$ cat config.mk
export PLATFORM = sky130hd
export DESIGN_NAME = alu_op_scheduler
export DESIGN_NICKNAME = d
export VERILOG_FILES = /design/src/rtl/alu_op_scheduler.sv
export SDC_FILE = /design/constraint.sdc
export NUM_CORES = 1
export LEC_CHECK = 0
export BUFFER_PORTS_ARGS = -buffer_cell sky130_fd_sc_hd__buf_2
export CAP_MARGIN = 20
export CORE_MARGIN = 2
export CORE_UTILIZATION = 50
export CTS_BUF_LIST = sky130_fd_sc_hd__clkbuf_4
export DETAILED_ROUTE_END_ITERATION = 8
export PLACE_DENSITY = 0.83
export SLEW_MARGIN = 25
export SYNTH_ARGS = -nofsm -noshare
export SYNTH_HDL_FRONTEND = slang
export SYNTH_SLANG_ARGS = --single-unit
$ cat constraint.sdc
create_clock -name clock -period 4.5 [get_ports clock]
set_clock_uncertainty 0.05 [all_clocks]
set_input_delay 0.45 -clock clock [delete_from_list [all_inputs] [get_ports clock]]
set_output_delay 0.45 -clock clock [all_outputs]
set_load 0.02 [all_outputs]
$ cat src/rtl/alu_op_scheduler.sv
`default_nettype none
// ============================================================================
// Module      : alu_op_scheduler
// Description : Round-robin arbiter sharing one ALU/UART datapath between
//               N_REQ requesters, with per-operation completion timeout.
// Revision    : 1.0 - initial release
// ============================================================================
module alu_op_scheduler #(
    parameter int N_REQ   = 2,
    parameter int TIMEOUT = 255
) (
    input  logic                 clock,
    input  logic                 reset_n,
    input  logic [N_REQ-1:0]     req_valid,
    output logic [N_REQ-1:0]     req_ready,
    input  logic [4*N_REQ-1:0]   req_a,
    input  logic [4*N_REQ-1:0]   req_b,
    input  logic [3*N_REQ-1:0]   req_opcode,
    output logic [7:0]           alu_a,
    output logic [7:0]           alu_b,
    output logic [2:0]           alu_opcode,
    output logic                 alu_start,
    input  logic                 alu_done,
    input  logic [15:0]          alu_result,
    input  logic                 uart_busy,
    output logic [N_REQ-1:0]     rsp_valid,
    output logic [15:0]          rsp_result,
    output logic                 rsp_error,
    output logic [1:0]           grant_id,
    output logic                 busy
);

    localparam logic [2:0] c_N_REQ   = 3'(N_REQ);
    localparam logic [8:0] c_TIMEOUT = 9'(TIMEOUT);

    typedef enum logic [1:0] {
        S_IDLE  = 2'd0,
        S_ISSUE = 2'd1,
        S_WAIT  = 2'd2,
        S_RESP  = 2'd3
    } state_t;

    state_t             r_state;
    logic [1:0]         r_last_grant;
    logic [1:0]         r_grant_id;
    logic [7:0]         r_count;
    logic [3:0]         r_a;
    logic [3:0]         r_b;
    logic [2:0]         r_opcode;
    logic               r_alu_start;
    logic [N_REQ-1:0]   r_rsp_valid;
    logic [15:0]        r_rsp_result;
    logic               r_rsp_error;

    logic [2:0]         w_cand;
    logic [1:0]         w_sel;
    logic               w_sel_found;
    logic               w_accept;
    logic [3:0]         w_sel_a;
    logic [3:0]         w_sel_b;
    logic [2:0]         w_sel_opcode;
    logic [N_REQ-1:0]   w_grant_oh;
    logic [8:0]         w_count_next;
    logic               w_timeout;

    // Walk the requesters starting just above the last grant; the first
    // pending one at the smallest rotational offset wins.
    always_comb begin
        w_cand      = '0;
        w_sel       = '0;
        w_sel_found = 1'b0;
        for (int off = 1; off <= N_REQ; off++) begin
            w_cand = {1'b0, r_last_grant} + 3'(off);
            if (w_cand >= c_N_REQ) begin
                w_cand = w_cand - c_N_REQ;
            end
            for (int i = 0; i < N_REQ; i++) begin
                if (!w_sel_found && req_valid[i] && (w_cand == 3'(i))) begin
                    w_sel_found = 1'b1;
                    w_sel       = 2'(i);
                end
            end
        end
    end

    always_comb begin
        w_sel_a      = '0;
        w_sel_b      = '0;
        w_sel_opcode = '0;
        for (int i = 0; i < N_REQ; i++) begin
            if (w_sel == 2'(i)) begin
                w_sel_a      = req_a[4*i +: 4];
                w_sel_b      = req_b[4*i +: 4];
                w_sel_opcode = req_opcode[3*i +: 3];
            end
        end
    end

    assign w_accept = reset_n && (r_state == S_IDLE) && w_sel_found && !uart_busy;

    always_comb begin
        req_ready  = '0;
        w_grant_oh = '0;
        for (int i = 0; i < N_REQ; i++) begin
            req_ready[i]  = w_accept && (w_sel == 2'(i));
            w_grant_oh[i] = (r_grant_id == 2'(i));
        end
    end

    assign w_count_next = {1'b0, r_count} + 9'd1;
    assign w_timeout    = (w_count_next == c_TIMEOUT);

    always_ff @(posedge clock or negedge reset_n) begin
        if (!reset_n) begin
            r_state      <= S_IDLE;
            r_last_grant <= 2'(N_REQ - 1);
            r_grant_id   <= '0;
            r_count      <= '0;
            r_a          <= '0;
            r_b          <= '0;
            r_opcode     <= '0;
            r_alu_start  <= 1'b0;
            r_rsp_valid  <= '0;
            r_rsp_result <= '0;
            r_rsp_error  <= 1'b0;
        end else begin
            r_alu_start <= 1'b0;
            r_rsp_valid <= '0;
            case (r_state)
                S_IDLE: begin
                    if (w_accept) begin
                        r_a         <= w_sel_a;
                        r_b         <= w_sel_b;
                        r_opcode    <= w_sel_opcode;
                        r_grant_id  <= w_sel;
                        r_alu_start <= 1'b1;
                        r_state     <= S_ISSUE;
                    end
                end
                S_ISSUE: begin
                    r_count <= '0;
                    r_state <= S_WAIT;
                end
                S_WAIT: begin
                    // A completion in the final counted cycle still wins.
                    if (alu_done) begin
                        r_rsp_result <= alu_result;
                        r_rsp_error  <= 1'b0;
                        r_rsp_valid  <= w_grant_oh;
                        r_state      <= S_RESP;
                    end else if (w_timeout) begin
                        r_rsp_result <= 16'h0000;
                        r_rsp_error  <= 1'b1;
                        r_rsp_valid  <= w_grant_oh;
                        r_state      <= S_RESP;
                    end else begin
                        r_count <= w_count_next[7:0];
                    end
                end
                S_RESP: begin
                    r_last_grant <= r_grant_id;
                    r_state      <= S_IDLE;
                end
                default: r_state <= S_IDLE;
            endcase
        end
    end

    assign alu_a      = {4'h0, r_a};
    assign alu_b      = {4'h0, r_b};
    assign alu_opcode = r_opcode;
    assign alu_start  = r_alu_start;
    assign rsp_valid  = r_rsp_valid;
    assign rsp_result = r_rsp_result;
    assign rsp_error  = r_rsp_error;
    assign grant_id   = r_grant_id;
    assign busy       = (r_state != S_IDLE);

endmodule
`default_nettype wire

==> reports/qor.csv, run 1 <==
metric,value,unit
fin crit period,3310,ps
final worst setup slack,1190,ps
pre-CTS WS,1654,ps
Seq pwr share,0.381,
Via Count,1843,
Iter 0 DRT Violations,141,
Multi-input gate area,975.9,µm²
Synth-to-Final Area Change,20.94,%
DRT Pass-1 Iters,4,
Post-Route WL,4839,µm
Worst VDD drop,0.3644,mV
Setup CP Type,reg2out,
max_cap viols,0,
Synth area leader,dfrtp_1,
critical-path cell list,inv_1 > ha_1 > nand3b_1 > o21bai_1 > a21oi_1 > buf_2,
cell family with most CP delay,compound AO/OA/AOI/OAI gates,
Clock Pin Slew Worst Setup and Hold Paths,130,ps
Placed Instances,321,
Netlist Area Pre-Place,2211,µm²
total power per unit cell area,645.6,nW/µm²
top post-synthesis cells by area,"dfrtp_1 48%, a221o_1 7.2%, a222oi_1 5.0%",
Starting Density,0.5149,
FF+latch area,1077,µm²
"Setup violations, final",0,
"Clk Latency, worst-skew pair",360,ps
CP peak stage delay,840,ps
CP required,4000,ps
top cell type's share of synthesized area,0.4754,
chip height,70.50,µm
final max-slew violation count,0,
setup tns final,0,ps
number of CTS-inserted buffers,5,
Sw Pwr,707.4,µW
post-synthesis sequential area ratio,0.4873,
"commonest cells after routing, fill and taps aside","78 x buf_2, 42 x dfrtp_1, 20 x inv_1",
Overall Power,1.726,mW
final number of hold-violating endpoints,0,
combinational share of power,0.474,
post-synthesis sequential element count,43,
post_cts resized,0,
Nets,327,
largest net degree at the start of global routing,44,
first-pass GRT wire length,7831,µm
total gr overflow,0,
postcts setup bufs,0,
hold_buf cts,0,
Slew @ Worst Pin,1002,ps
worst hold margin,139.0,ps
IO Pins,88,
Arrival @ worst endpoint,2810,ps
post-DR vias/cell,5.602,
Crit. End Element,output pin,
Fmax,0.3021,GHz
diode count,0,
H-tree lvl count,2,
drc violations,0,
final worst-path cycle share,0.7355,
chip width,70.50,µm
CTS tree,yes,
count of input and output buffers,78,
Core Box Area,4294,µm²
antenna violations before repair,0,
clock group share of total power,0.145,
layout cells sized above 1,0.3538,
Slowest cell on crit path,a21oi_1,
die footprint,4970,µm²
RSZ-0062 raised after global routing,no,
hpwl dp,3492,µm
most used routing layer,met2,
Mean Syn Cell Area,11.05,µm²
row cnt,24,
switching share of power,0.4098,
vias in the first global route,1678,
root buffer cell,clkbuf_4,
GR Util met1,0.2677,
Critical Path Fanout Max,15,
"commonest non-fill, non-tap cell in the layout",buf_2,
Fillers,357,
CTS Buffer Depth,2,
Antenna Nets Post-Route,0,
Slew headroom,0.3308,
Buf/Inv on CP,2,
Cells after Synth,200,
status,"finished, final reports clean",
Final Non-Filler Cells,329,
M2 GR Usage,0.3040,
Final GP Congestion,0.7434,
P_leak,1.391,nW
Pint,1.019,mW
GR Util All Layers,0.1987,
Synth Warn #,0,
WL per Instance,14.71,µm
min-delay worst type,in2async,
Sink Count,43,
Worst setup SP type,register,
GR Util met3,0.06349,
Synth cell types,49,
==> state kept, by name (all words and copies together), names as in the netlist <==
register / flops
rsp_valid: 2
r_last_grant: 1
rsp_result: 16
rsp_error: 1
grant_id: 1
r_b: 4
alu_start: 1
r_a: 4
r_count: 8
alu_opcode: 3
r_state: 2
==> logic make-up after synthesis <==
logic type / after synthesis / synth area share
other cells: 1 / 0.001696
flops: 43 / 0.4873
compound gates: 51 / 0.2083
mux: 6 / 0.02999
buf+inv: 38 / 0.08489
simple gates: 53 / 0.1409
xor+xnor: 1 / 0.007359
fa+ha+maj: 7 / 0.03961
==> per-stage QoR <==
stage | util | cell area, µm²
floorplan | - | 2241
CTS | 0.6227 | 2674
global placement | 0.6034 | 2591
global route | 0.6227 | 2674
finish | 0.6227 | 2674
detailed placement | 0.6034 | 2591
==> synth_stat cells (all sizes together) <==
library cell	instances
nand3	3
and2	4
o21bai	1
buf	12
and4	1
xnor2	1
nor2	4
a31o	1
a222oi	11
nor2b	17
o32a	1
a21o	1
or3	1
nor3	2
conb	1
inv	20
dfstp	1
o211ai	3
o21ai	5
nor3b	1
a41oi	1
a221o	16
a311o	1
mux2i	4
dfrtp	42
nand3b	1
a31oi	1
mux2	2
ha	7
nand2	11
a21boi	1
or4b	1
nand4	1
and3	3
a211o	1
o22a	1
o31ai	1
nand2b	3
a21oi	4
clkbuf	6
o2111a	1
==> final timing paths <==
check / startpoint / end / slack [ps] / depth (start not counted)
worst max-delay path: r_state[0]$_DFFE_PN0P_ / req_ready[0] / 1190 / 6
worst min-delay path: reset_n / r_count[7]$_DFFE_PN0P_ / 140 / 2
worst max register to register: r_state[0]$_DFFE_PN0P_ / r_state[1]$_DFFE_PN0P_ / 1740 / 7
worst min register to register: r_b[1]$_DFFE_PN0P_ / r_b[1]$_DFFE_PN0P_ / 470 / 2
max in group asynchronous: reset_n / r_last_grant[0]$_DFFE_PN1N_ / 3860 / 2
min in group clock: req_opcode[4] / alu_opcode[1]$_DFFE_PN0P_ / 250 / 3
==> layout make-up <==
class                           instances  area share
Clock buffer                            7     0.01965
Clock inverter                          1     0.01123
Sequential cell                        43      0.4029
Multi-Input combinational cell        127      0.3650
Inverter                               20     0.02808
Timing Repair Buffer                   79      0.1488
Tap cell                               52     0.02433
==> metal layers <==
layer / wire length (µm) / vias to the layer above / share of wire
li1: - / 875 / -
met1: 2038 / 878 / 0.42
met2: 2364 / 82 / 0.49
met3: 379 / 8 / 0.078
met4: 56 / 0 / 0.012
met5: 0 / - / 0
==> power by group through the flow <==
stage | clock network [mW] | logic (mW) | registers [mW]
detailed placement | 0 | 0.818 | 0.662
floorplan | 0 | 0.440 | 0.796
global route | 0.276 | 0.900 | 0.681
finish | 0.251 | 0.818 | 0.657
CTS | 0.256 | 0.828 | 0.655
global placement | 0 | 0.797 | 0.656
(Power assumes the default switching activity.)
==> run 2: changes to the inputs <==
clock period = 3.2 ns   (was 4.5 ns; I/O delays follow)
==> reports/qor.csv, run 2 (synthesized netlist as in run 1, its figures left out) <==
metric,value,unit,change
Placed Instances,324,,was 321
setup tns final,0,ps,unchanged
diode count,0,,unchanged
R2R setup slack,790,ps,was 1740 ps
RSZ-0062 raised after global routing,no,,unchanged
vias in the first global route,1746,,"was 1,678"
"Clk Latency, worst-skew pair",370,ps,was 360 ps
post_cts resized,0,,unchanged
Clock Pin Slew Worst Setup and Hold Paths,140,ps,was 130 ps
Critical Path Fanout Max,15,,unchanged
reg2reg path depth,8,,was 7
final number of hold-violating endpoints,0,,unchanged
total power per unit cell area,903.5,nW/µm²,was 645.6 nW/µm²
critical-path cell list,inv_1 > ha_1 > nand3b_1 > o21bai_1 > a21oi_1 > buf_2,,unchanged
Multi-input gate area,975.9,µm²,unchanged
GR Util All Layers,0.2064,,was 0.1987
Worst VDD drop,0.5381,mV,was 0.3644 mV
Worst setup SP type,register,,unchanged
Slew @ Worst Pin,998.7,ps,was 1002 ps
H-tree lvl count,2,,unchanged
Pint,1.423,mW,was 1.019 mW
Setup CP Type,reg2out,,unchanged
max FFs per register,16,,unchanged
status,"finished, final reports clean",,unchanged
Sw Pwr,1.012,mW,was 707.4 µW
count of input and output buffers,78,,unchanged
post-DR vias/cell,5.545,,was 5.602
CP peak stage delay,530,ps,was 840 ps
RR Endpoint,r_b[0]$_DFFE_PN0P_,,was r_state[1]$_DFFE_PN0P_
hpwl dp,3606,µm,was 3492 µm
total gr overflow,0,,unchanged
drc violations,0,,unchanged
"commonest cells after routing, fill and taps aside","78 x buf_2, 42 x dfrtp_1, 20 x inv_1",,unchanged
antenna violations before repair,0,,unchanged
Arrival @ worst endpoint,2470,ps,was 2810 ps
Via Count,1841,,"was 1,843"
Area after DPL,2614,µm²,was 2591 µm²
Seq pwr share,0.379,,was 0.381
postcts setup bufs,0,,unchanged
first-pass GRT wire length,8121,µm,was 7831 µm
chip height,70.50,µm,unchanged
design area,2695,µm²,was 2674 µm²
Final Non-Filler Cells,332,,was 329
row cnt,24,,unchanged
CTS tree,yes,,unchanged
"commonest non-fill, non-tap cell in the layout",buf_2,,unchanged
CTS Buffer Depth,2,,unchanged
Sink Count,43,,unchanged
"Setup violations, final",0,,unchanged
fin crit period,2844,ps,
Core Box Area,4294,µm²,unchanged
clock group share of total power,0.146,,was 0.145
combinational share of power,0.475,,was 0.474
Fmax,0.3517,GHz,
layout cells sized above 1,0.3607,,was 0.3538
Slew headroom,0.3328,,was 0.3308
Starting Density,0.5149,,unchanged
Final GP Congestion,0.7997,,was 0.7434
final worst setup slack,356.5,ps,was 1190 ps
chip width,70.50,µm,unchanged
P_leak,1.406,nW,was 1.391 nW
Crit. End Element,output pin,,unchanged
number of CTS-inserted buffers,5,,unchanged
largest net degree at the start of global routing,44,,unchanged
final worst-path cycle share,0.8886,,
die footprint,4970,µm²,unchanged
worst hold margin,23.69,ps,was 139.0 ps
switching share of power,0.4157,,was 0.4098
Synth-to-Final Area Change,21.90,%,was 20.94%
min-delay worst type,in2async,,unchanged
final max-slew violation count,0,,unchanged
Antenna Nets Post-Route,0,,unchanged
WL per Instance,14.89,µm,was 14.71 µm
Post-Route WL,4945,µm,was 4839 µm
Iter 0 DRT Violations,112,,was 141
Fillers,354,,was 357
Slowest cell on crit path,a21oi_1,,unchanged
root buffer cell,clkbuf_4,,unchanged
reg2reg start,r_state[0]$_DFFE_PN0P_,,unchanged
Nets,330,,was 327
IO Pins,88,,unchanged
max_cap viols,0,,unchanged
hold_buf cts,0,,unchanged
DRT Pass-1 Iters,8,,was 4
CP required,2830,ps,was 4000 ps
pre-CTS WS,878.9,ps,was 1654 ps
FF+latch area,1077,µm²,unchanged
[run 2: changes by cell type in the layout (fill, tap and decap cells not counted)]
cell	change
buf_4	+3
clkbuf_4	-2
clkinv_2	+1
clkinv_4	+1
[run 2: layer usage]
layer / global-route usage / routed length, µm / part of all wire / vias to the layer above
li1: - / - / - / 877
met4: 0.08547 / 104 / 0.021 / 0
met2: 0.3323 / 2329 / 0.47 / 69
met5: 0 / 0 / 0 / -
met1: 0.2717 / 2209 / 0.45 / 886
met3: 0.04185 / 303 / 0.061 / 9
[run 2: cell type report]
type | instances | area share
clock buffer | 5 | 0.01393
multi-input combinational | 127 | 0.3621
tap | 52 | 0.02414
timing repair buffer | 82 | 0.1560
sequential | 43 | 0.3997
inverter | 20 | 0.02786
clock inverter | 3 | 0.01625
[run 2: how the worst max path moves through the flow]
stage | cells after the start | startpoint | end
after floorplan | 7 | r_state[0]$_DFFE_PN0P_ | r_state[1]$_DFFE_PN0P_
after global placement | 6 | r_state[0]$_DFFE_PN0P_ | req_ready[0]
after detailed placement | 6 | r_state[0]$_DFFE_PN0P_ | req_ready[0]
after CTS | 6 | r_state[0]$_DFFE_PN0P_ | req_ready[0]
after global routing | 6 | r_state[0]$_DFFE_PN0P_ | req_ready[0]
final | 6 | r_state[0]$_DFFE_PN0P_ | req_ready[0]
[run 2: critical path, delay by kind of cell (launching register included)]
kind / cells / cell delay, ps
fa+ha+maj: 1 / 210
flops: 1 / 430
buf+inv: 2 / 390
compound gates: 2 / 950
simple gates: 1 / 110
[run 2: power groups by stage]
| stage | registers [mW] | clock network, mW | logic (mW) |
|---|---|---|---|
| 2_1_floorplan | 1.12 | 0 | 0.618 |
| 3_3_place_gp | 0.922 | 0 | 1.13 |
| 3_5_place_dp | 0.934 | 0 | 1.17 |
| 4_1_cts | 0.923 | 0.363 | 1.17 |
| 5_1_grt | 0.957 | 0.382 | 1.28 |
| 6_report | 0.923 | 0.354 | 1.16 |
[run 2: metrics by stage]
| step | utilization | total power, mW |
|---|---|---|
| floorplan | - | 1.738 |
| global placement | 0.6087 | 2.051 |
| detailed placement | 0.6087 | 2.101 |
| CTS | 0.6276 | 2.458 |
| global route | 0.6276 | 2.617 |
| finish | 0.6276 | 2.435 |
